==> src/rtl/atm_bank_core.sv <==
`default_nettype none
// ============================================================================
//  Module   : atm_bank_core
//  Purpose  : Single-account ATM datapath. Rising edges on the deposit and
//             withdraw buttons move the selected bill into or out of a
//             BAL_W-bit balance. Overflow, insufficient funds and daily
//             withdrawal limit violations are rejected and reported on sticky
//             flags. After every transaction the balance is converted to BCD
//             with a multi-cycle shift-add-3 and scanned onto NUM_DIGITS
//             seven-segment digits.
//  Revision : 1.0 - initial release
// ----------------------------------------------------------------------------
//  Ports
//    clk         in   1           system clock
//    reset       in   1           synchronous, active-low reset
//    up_btn_i    in   1           deposit request (rising edge acts)
//    down_btn_i  in   1           withdraw request (rising edge acts)
//    day_clr_i   in   1           one-cycle pulse, clears the withdrawal total
//    sw_i        in   6           one-hot bill select $1,$5,$10,$20,$50,$100
//    balance_o   out  BAL_W       current balance
//    busy_o      out  1           high while a transaction executes/converts
//    led_o       out  4           [0] bad request [1] overflow
//                                 [2] insufficient funds [3] limit reached
//    an_o        out  NUM_DIGITS  digit enables, active-low
//    seg_o       out  7           segments g..a, active-low
// ============================================================================
module atm_bank_core #(
  parameter int BAL_W       = 8,
  parameter int NUM_DIGITS  = 3,
  parameter int WD_LIMIT    = 200,
  parameter int REFRESH_DIV = 1000
) (
  input  logic                  clk,
  input  logic                  reset,
  input  logic                  up_btn_i,
  input  logic                  down_btn_i,
  input  logic                  day_clr_i,
  input  logic [5:0]            sw_i,
  output logic [BAL_W-1:0]      balance_o,
  output logic                  busy_o,
  output logic [3:0]            led_o,
  output logic [NUM_DIGITS-1:0] an_o,
  output logic [6:0]            seg_o
);

  localparam int c_rw = (REFRESH_DIV > 1) ? $clog2(REFRESH_DIV) : 1;
  localparam int c_iw = (NUM_DIGITS > 1) ? $clog2(NUM_DIGITS) : 1;
  localparam int c_cw = $clog2(BAL_W + 1);
  localparam int c_bw = 4 * NUM_DIGITS;
  localparam logic [BAL_W+1:0] c_wd_limit = (BAL_W+2)'(WD_LIMIT);
  localparam logic [c_cw-1:0]  c_cnt_last = c_cw'(BAL_W - 1);
  localparam logic [c_rw-1:0]  c_ref_last = c_rw'(REFRESH_DIV - 1);
  localparam logic [c_iw-1:0]  c_idx_last = c_iw'(NUM_DIGITS - 1);

  typedef enum logic [1:0] {
    S_IDLE = 2'd0,
    S_EXEC = 2'd1,
    S_CONV = 2'd2
  } state_t;

  state_t            state_q, state_d;
  logic              up_q, down_q;
  logic              op_q, op_d;            // 1 = withdraw
  logic [BAL_W-1:0]  bill_q, bill_d;
  logic [BAL_W-1:0]  balance_q, balance_d;
  logic [BAL_W:0]    wd_total_q, wd_total_d;
  logic [3:0]        led_q, led_d;
  logic              busy_q, busy_d;
  logic [BAL_W-1:0]  bin_q, bin_d;          // binary snapshot being shifted out
  logic [c_bw-1:0]   work_q, work_d;        // BCD accumulator during CONV
  logic [c_cw-1:0]   cnt_q, cnt_d;
  logic [c_bw-1:0]   bcd_q, bcd_d;          // displayed digits
  logic [c_rw-1:0]   ref_q, ref_d;
  logic [c_iw-1:0]   idx_q, idx_d;

  logic              w_up_p, w_down_p;
  logic [BAL_W-1:0]  w_bill;
  logic              w_bill_ok;
  logic [BAL_W:0]    w_dep_sum;
  logic [BAL_W+1:0]  w_wd_sum;
  logic [c_bw-1:0]   w_adj;
  logic [3:0]        w_digit;

  assign w_up_p    = up_btn_i & ~up_q;
  assign w_down_p  = down_btn_i & ~down_q;
  assign w_dep_sum = {1'b0, balance_q} + {1'b0, bill_q};
  assign w_wd_sum  = {1'b0, wd_total_q} + {2'b00, bill_q};

  // Only an exact one-hot selection names a bill; anything else is invalid.
  always_comb begin
    w_bill    = '0;
    w_bill_ok = 1'b1;
    unique case (sw_i)
      6'b000001: w_bill = BAL_W'(1);
      6'b000010: w_bill = BAL_W'(5);
      6'b000100: w_bill = BAL_W'(10);
      6'b001000: w_bill = BAL_W'(20);
      6'b010000: w_bill = BAL_W'(50);
      6'b100000: w_bill = BAL_W'(100);
      default:   w_bill_ok = 1'b0;
    endcase
  end

  // Add-3 correction of every BCD digit before the next shift.
  always_comb begin
    w_adj = work_q;
    for (int k = 0; k < NUM_DIGITS; k++) begin
      if (work_q[4*k +: 4] >= 4'd5) begin
        w_adj[4*k +: 4] = work_q[4*k +: 4] + 4'd3;
      end
    end
  end

  always_comb begin
    state_d    = state_q;
    op_d       = op_q;
    bill_d     = bill_q;
    balance_d  = balance_q;
    wd_total_d = wd_total_q;
    led_d      = led_q;
    bin_d      = bin_q;
    work_d     = work_q;
    cnt_d      = cnt_q;
    bcd_d      = bcd_q;

    unique case (state_q)
      S_IDLE: begin
        if (w_up_p && w_down_p) begin
          led_d = 4'b0001;
        end else if (w_up_p || w_down_p) begin
          led_d  = 4'b0000;
          op_d   = w_down_p;
          bill_d = w_bill;
          if (!w_bill_ok) begin
            led_d[0] = 1'b1;
          end else begin
            state_d = S_EXEC;
          end
        end
      end

      S_EXEC: begin
        if (!op_q) begin
          if (w_dep_sum[BAL_W]) begin
            led_d[1] = 1'b1;
          end else begin
            balance_d = w_dep_sum[BAL_W-1:0];
          end
        end else if (bill_q > balance_q) begin
          led_d[2] = 1'b1;
        end else if (w_wd_sum > c_wd_limit) begin
          led_d[3] = 1'b1;
        end else begin
          balance_d  = balance_q - bill_q;
          wd_total_d = w_wd_sum[BAL_W:0];
        end
        // Conversion starts from the post-transaction balance.
        bin_d   = balance_d;
        work_d  = '0;
        cnt_d   = '0;
        state_d = S_CONV;
      end

      S_CONV: begin
        work_d = {w_adj[c_bw-2:0], bin_q[BAL_W-1]};
        bin_d  = {bin_q[BAL_W-2:0], 1'b0};
        cnt_d  = cnt_q + c_cw'(1);
        if (cnt_q == c_cnt_last) begin
          bcd_d   = {w_adj[c_bw-2:0], bin_q[BAL_W-1]};
          state_d = S_IDLE;
        end
      end

      default: state_d = S_IDLE;
    endcase

    // A day rollover beats a withdrawal committing in the same cycle.
    if (day_clr_i) begin
      wd_total_d = '0;
    end

    busy_d = (state_d != S_IDLE);
  end

  // Display scan: refresh counter paces the digit index.
  always_comb begin
    ref_d = ref_q + c_rw'(1);
    idx_d = idx_q;
    if (ref_q == c_ref_last) begin
      ref_d = '0;
      idx_d = (idx_q == c_idx_last) ? '0 : idx_q + c_iw'(1);
    end
  end

  always_ff @(posedge clk) begin
    if (!reset) begin
      state_q    <= S_IDLE;
      up_q       <= 1'b0;
      down_q     <= 1'b0;
      op_q       <= 1'b0;
      bill_q     <= '0;
      balance_q  <= '0;
      wd_total_q <= '0;
      led_q      <= '0;
      busy_q     <= 1'b0;
      bin_q      <= '0;
      work_q     <= '0;
      cnt_q      <= '0;
      bcd_q      <= '0;
      ref_q      <= '0;
      idx_q      <= '0;
    end else begin
      state_q    <= state_d;
      up_q       <= up_btn_i;
      down_q     <= down_btn_i;
      op_q       <= op_d;
      bill_q     <= bill_d;
      balance_q  <= balance_d;
      wd_total_q <= wd_total_d;
      led_q      <= led_d;
      busy_q     <= busy_d;
      bin_q      <= bin_d;
      work_q     <= work_d;
      cnt_q      <= cnt_d;
      bcd_q      <= bcd_d;
      ref_q      <= ref_d;
      idx_q      <= idx_d;
    end
  end

  always_comb begin
    w_digit = '0;
    for (int k = 0; k < NUM_DIGITS; k++) begin
      if (idx_q == c_iw'(k)) begin
        w_digit = bcd_q[4*k +: 4];
      end
    end
  end

  // Active-low segment patterns, bit 6 = g ... bit 0 = a.
  always_comb begin
    unique case (w_digit)
      4'd0:    seg_o = 7'b1000000;
      4'd1:    seg_o = 7'b1111001;
      4'd2:    seg_o = 7'b0100100;
      4'd3:    seg_o = 7'b0110000;
      4'd4:    seg_o = 7'b0011001;
      4'd5:    seg_o = 7'b0010010;
      4'd6:    seg_o = 7'b0000010;
      4'd7:    seg_o = 7'b1111000;
      4'd8:    seg_o = 7'b0000000;
      4'd9:    seg_o = 7'b0010000;
      default: seg_o = 7'b1111111;
    endcase
  end

  assign an_o      = ~(NUM_DIGITS'(1) << idx_q);
  assign balance_o = balance_q;
  assign busy_o    = busy_q;
  assign led_o     = led_q;

endmodule
`default_nettype wire

==> config.mk <==
export PLATFORM = sky130hd
export DESIGN_NAME = atm_bank_core
export DESIGN_NICKNAME = d
export VERILOG_FILES = /design/src/rtl/atm_bank_core.sv
export SDC_FILE = /design/constraint.sdc
export NUM_CORES = 1
export LEC_CHECK = 0
export CAP_MARGIN = 25
export CORE_MARGIN = 3
export CORE_UTILIZATION = 65
export CTS_BUF_LIST = sky130_fd_sc_hd__clkbuf_4
export DETAILED_ROUTE_END_ITERATION = 10
export HOLD_SLACK_MARGIN = 0.03
export PLACE_DENSITY = 0.95
export SKIP_CTS_REPAIR_TIMING = 1
export SLEW_MARGIN = 10
export SYNTH_ARGS = -nofsm -noshare
export SYNTH_HDL_FRONTEND = slang
export SYNTH_SLANG_ARGS = --single-unit
==> constraint.sdc <==
create_clock -name clk -period 7.77 [get_ports clk]
set_input_delay 1.1655 -clock clk [delete_from_list [all_inputs] [get_ports clk]]
set_output_delay 1.1655 -clock clk [all_outputs]
set_load 0.05 [all_outputs]
==> impl_summary.md <==
Outcome
The run finished with clean final reports.

Placed design
Buffers placed on the I/O ports in this run total 33. The post-place setup slack is 3.830 ns. The wire-length estimate of the detail-placed layout is 9286 um.

The last weighted congestion value of the routability-driven placer is between 0.9 and 1.

Power and ir drop
IR analysis of the VDD net gives a maximum drop of between 100 and 150 uV. Of the total power, registers draw around half. For this design the static power due to leakage is about 2.3 nW.

The clock network power share is between 30% and 40%. The switching power as a share of total power is a little under a third. The portion of total power attributed to combinational logic is between 15 and 20%. In this run the power spent charging and discharging nets is around 0.27 mW.

The total power divided by cell area is 150.7 nW/um^2. The internal power of the cells totals slightly above 0.6 mW.

Clock network
Clock tree synthesis selected as its root buffer the cell sky130_fd_sc_hd__clkbuf_4. The insertion delay of the later-clocked pin in the worst-skew pair is about 0.46 ns. The clock tree from TritonCTS is done. The total CTS buffers is 9. Clock tree synthesis found a total of 82 sinks. The H-tree depth reported by CTS is 3. The longest clock path from root to sink contains 2 buffers. Clock-pin slew was measured on the worst setup and hold paths at 0.16 ns.

Timing
Across the routed clock network, the largest skew measured is about 0.02 ns. The number of hold violations in the final report came to 0. The post-layout minimum cycle time is 4.609 ns.

Setup repair after global routing left no endpoint under its margin. The final setup TNS is 0 ns. The fraction of the cycle the final worst path needs is roughly 60%. Static timing analysis puts the maximum clock frequency at around 220 MHz. In this run the tightest slew margin relative to its limit is 29.70%. The worst setup margin is roughly 3.2 ns.

Setup violations remaining at the end of the flow were counted as 0. The final-layout worst hold slack is 0.4768 ns. The number of slew-limit violations in the final report came to 0. For the pin with the worst max-slew slack, the measured transition is ~1.1 ns.

Synth
The async set-reset flop share out of synthesis is 0%. The synthesized net count is ~700. In this run, synthesis inferred 0 flip-flops with an integrated enable.

The synthesis-stage register bit count is 82. After synthesis the cells add up to roughly 5400 um^2. For this run, the number of Yosys warnings is 0.

Among all flip-flop cells after synthesis, the most frequent one is sky130_fd_sc_hd__dfxtp_1. Summed over all instances, the cell type with the most area after synthesis is sky130_fd_sc_hd__dfxtp_1. After technology mapping, the gate count stands at around 670. Synthesis instantiated 73 different standard cells from the library. Sorting the synthesized cells by area gives the leading types as sky130_fd_sc_hd__dfxtp_1 30%, sky130_fd_sc_hd__ha_1 9.3%, sky130_fd_sc_hd__a21oi_1 4.4%. For this run, the register share of the synthesized area comes to a little under a third.

After synthesis, the mean cell area works out to between 8 and 9 um^2. The proportion of netlist area held by the largest area contributor is between 30 and 40%.

Hold path
The startpoint of the worst hold path is ref_q[0]$_SDFF_PP0_. The min-delay analysis places its worst path in the category flip-flop to flip-flop.

Worst setup path
In this run the worst setup path begins at idx_q[1]$_SDFFE_PN0P_. The nature of the critical path endpoint is a primary output. The peak fanout along the critical path is 9. At the worst endpoint, the arrival time is roughly 3.4 ns. STA puts the critical path data required time at ~6.6 ns. The kind of start point of the critical path is a flip-flop. The worst reg-to-reg setup slack is about 4.3 ns. The type of the setup path with the least slack is flip-flop to primary output. In this run the critical register-to-register path is launched from bill_q[0]$_SDFFE_PN0P_.

Floorplanning
For this configuration, the core starts out at a cell density of 68.45%. The number of standard-cell rows in the floorplan is 32. The I/O pin total is 34. The area of the die is 9435 um^2. The die is 97.14 um tall. After floorplanning, the core was sized to cover 7888 um^2. The horizontal die dimension is 97.14 um.

Job
Across the run, the number of max-cap violations was 0.

Global routing
The first-pass GRT wire length is around 22000 um. The overall routing resource usage is between 20% and 30%. The initial antenna violation count is 0. Entering global routing, the biggest net connects between 60 and 70 pins. Global routing finished with a remaining overflow of 0. The via count of the first global-routing pass came to 4766.

Layout
The count of fill cells added during filler insertion is ~540. In the final layout, the share of cells above drive strength 1 is 5.735%. After the last flow step, the layout net total stands at approximately 730.

Measured on the finished design, the core utilization comes to around 75%. The relative area change from synthesis to final layout is 9.432%. The repair_antennas step left the layout with diodes totalling 0.

Detailed routing
For this block, the via count after detailed routing is 5001. The first-pass detailed-route iteration total is 7. In the routed layout, each cell is associated on average with a via count of 6.395. Wires add up to 13450 um.

In the routed design, unresolved DRC markers number 0. In the final routed layout, each cell accounts on average for 17.20 um. In this run the remaining antenna-violating nets after routing total 0. In this run, the number of DRC markers left after iteration 0 of detailed routing was approximately 530.
## kinds of logic (layout without fill, tap and decap cells)
| group | after synthesis | after routing | share of synthesized area (%) |
|---|---|---|---|
| AO/OA/AOI/OAI | 197 | 197 | 24.96 |
| XOR/XNOR | 18 | 18 | 2.920 |
| adder cells (fa/ha/maj) | 43 | 43 | 10.38 |
| buffers and inverters | 82 | 97 | 6.025 |
| flip-flops | 82 | 82 | 30.41 |
| multiplexers | 14 | 14 | 2.665 |
| AND/OR/NAND/NOR | 229 | 229 | 22.64 |
## placed cells by master, fill, tap and decap left out, types with 4 or more instances in the layout
master,instances
sky130_fd_sc_hd__o211a_1,7
sky130_fd_sc_hd__nor3b_1,9
sky130_fd_sc_hd__a32oi_1,5
sky130_fd_sc_hd__a21o_1,7
sky130_fd_sc_hd__o21ai_0,44
sky130_fd_sc_hd__clkbuf_4,9
sky130_fd_sc_hd__and2_1,27
sky130_fd_sc_hd__a31oi_1,7
sky130_fd_sc_hd__clkdlybuf4s50_1,32
sky130_fd_sc_hd__nand3_1,13
sky130_fd_sc_hd__nor2b_1,21
sky130_fd_sc_hd__o22ai_1,13
sky130_fd_sc_hd__o31ai_1,6
sky130_fd_sc_hd__nand4_1,6
sky130_fd_sc_hd__o21ai_1,4
sky130_fd_sc_hd__and3_1,4
sky130_fd_sc_hd__nand2b_1,19
sky130_fd_sc_hd__inv_1,45
sky130_fd_sc_hd__nand3b_1,7
sky130_fd_sc_hd__a211oi_1,4
sky130_fd_sc_hd__a21boi_0,6
sky130_fd_sc_hd__a21oi_1,48
sky130_fd_sc_hd__nor3_1,13
sky130_fd_sc_hd__ha_1,40
sky130_fd_sc_hd__o21a_1,7
sky130_fd_sc_hd__nor4_1,4
sky130_fd_sc_hd__dfxtp_1,82
sky130_fd_sc_hd__mux2i_1,11
sky130_fd_sc_hd__o211ai_1,4
sky130_fd_sc_hd__nand2_1,51
sky130_fd_sc_hd__a22oi_1,4
sky130_fd_sc_hd__nor2_1,40
sky130_fd_sc_hd__xor2_1,8
sky130_fd_sc_hd__xnor2_1,10
## per-stage QoR
step / power [mW] / std cells / instance area [um^2]
global placement: 0.5741 / 765 / 5707
finish: 0.8903 / 782 / 5908
CTS: 0.8830 / 781 / 5881
global route: 0.9215 / 782 / 5908
floorplan: 0.5478 / 665 / 5399
detailed placement: 0.5804 / 765 / 5707
## worst max-delay path, stage by stage (launching register included)
cell and delay (ns):
sky130_fd_sc_hd__dfxtp_1 0.58, sky130_fd_sc_hd__mux2i_1 0.23, sky130_fd_sc_hd__nor2_1 0.05, sky130_fd_sc_hd__a31oi_1 0.39
sky130_fd_sc_hd__inv_1 0.18, sky130_fd_sc_hd__ha_1 0.28, sky130_fd_sc_hd__nand2_1 0.11, sky130_fd_sc_hd__o21ai_0 0.14
sky130_fd_sc_hd__a21oi_1 0.19, sky130_fd_sc_hd__clkdlybuf4s50_1 0.82
## worst paths after layout
check,endpoint,cells after the start
max,seg_o[4],9
min,ref_q[0]$_SDFF_PP0_,1
max reg2reg,bin_q[5]$_SDFFE_PN0P_,11
min reg2reg,ref_q[0]$_SDFF_PP0_,1
## metal layers
layer	part of all wire (%)	vias up	GRT usage (%)
met2	50	212	47.29
met1	41	2355	31.44
met3	5.9	51	4.882
met4	3.6	0	13.93
li1	-	2383	-
met5	0	-	0
## cell usage after synthesis (6+ instances only)
| master | instances |
|---|---|
| sky130_fd_sc_hd__dfxtp_1 | 82 |
| sky130_fd_sc_hd__nand2_1 | 51 |
| sky130_fd_sc_hd__a21oi_1 | 48 |
| sky130_fd_sc_hd__inv_1 | 45 |
| sky130_fd_sc_hd__o21ai_0 | 44 |
| sky130_fd_sc_hd__ha_1 | 40 |
| sky130_fd_sc_hd__nor2_1 | 40 |
| sky130_fd_sc_hd__clkbuf_1 | 31 |
| sky130_fd_sc_hd__and2_1 | 27 |
| sky130_fd_sc_hd__nor2b_1 | 21 |
| sky130_fd_sc_hd__nand2b_1 | 19 |
| sky130_fd_sc_hd__nand3_1 | 13 |
| sky130_fd_sc_hd__nor3_1 | 13 |
| sky130_fd_sc_hd__o22ai_1 | 13 |
| sky130_fd_sc_hd__mux2i_1 | 11 |
| sky130_fd_sc_hd__xnor2_1 | 10 |
| sky130_fd_sc_hd__nor3b_1 | 9 |
| sky130_fd_sc_hd__xor2_1 | 8 |
| sky130_fd_sc_hd__a21o_1 | 7 |
| sky130_fd_sc_hd__a31oi_1 | 7 |
| sky130_fd_sc_hd__nand3b_1 | 7 |
| sky130_fd_sc_hd__o211a_1 | 7 |
| sky130_fd_sc_hd__o21a_1 | 7 |
| sky130_fd_sc_hd__a21boi_0 | 6 |
| sky130_fd_sc_hd__nand4_1 | 6 |
| sky130_fd_sc_hd__o31ai_1 | 6 |
## sequential cells by signal, summed over array words and instances (netlist names), 2 cells and up
name	count
balance_o	8
bcd_q	12
bill_q	7
bin_q	8
cnt_q	4
idx_q	2
led_o	4
ref_q	10
state_q	2
wd_total_q	9
work_q	12
## final cells by class
cell class | count | area (um^2) | area share [%]
flip-flops and latches | 82 | 1642 | 27.78
inverters | 46 | 172.7 | 2.922
multi-input cells | 501 | 3432 | 58.09
well taps | 102 | 127.6 | 2.160
clock buffers | 9 | 67.56 | 1.144
clock inverters | 7 | 106.4 | 1.800
repair buffers | 35 | 360.3 | 6.099
## power by group through the flow
stage          clock network (mW)  registers, mW  logic, mW
4_1_cts                     0.311          0.440      0.132
5_1_grt                     0.329          0.442      0.150
3_3_place_gp                    0          0.449      0.126
2_1_floorplan                   0          0.457     0.0911
3_5_place_dp                    0          0.449      0.131
6_report                    0.312          0.441      0.138
Note: power is estimated with default switching activity, not from simulation.
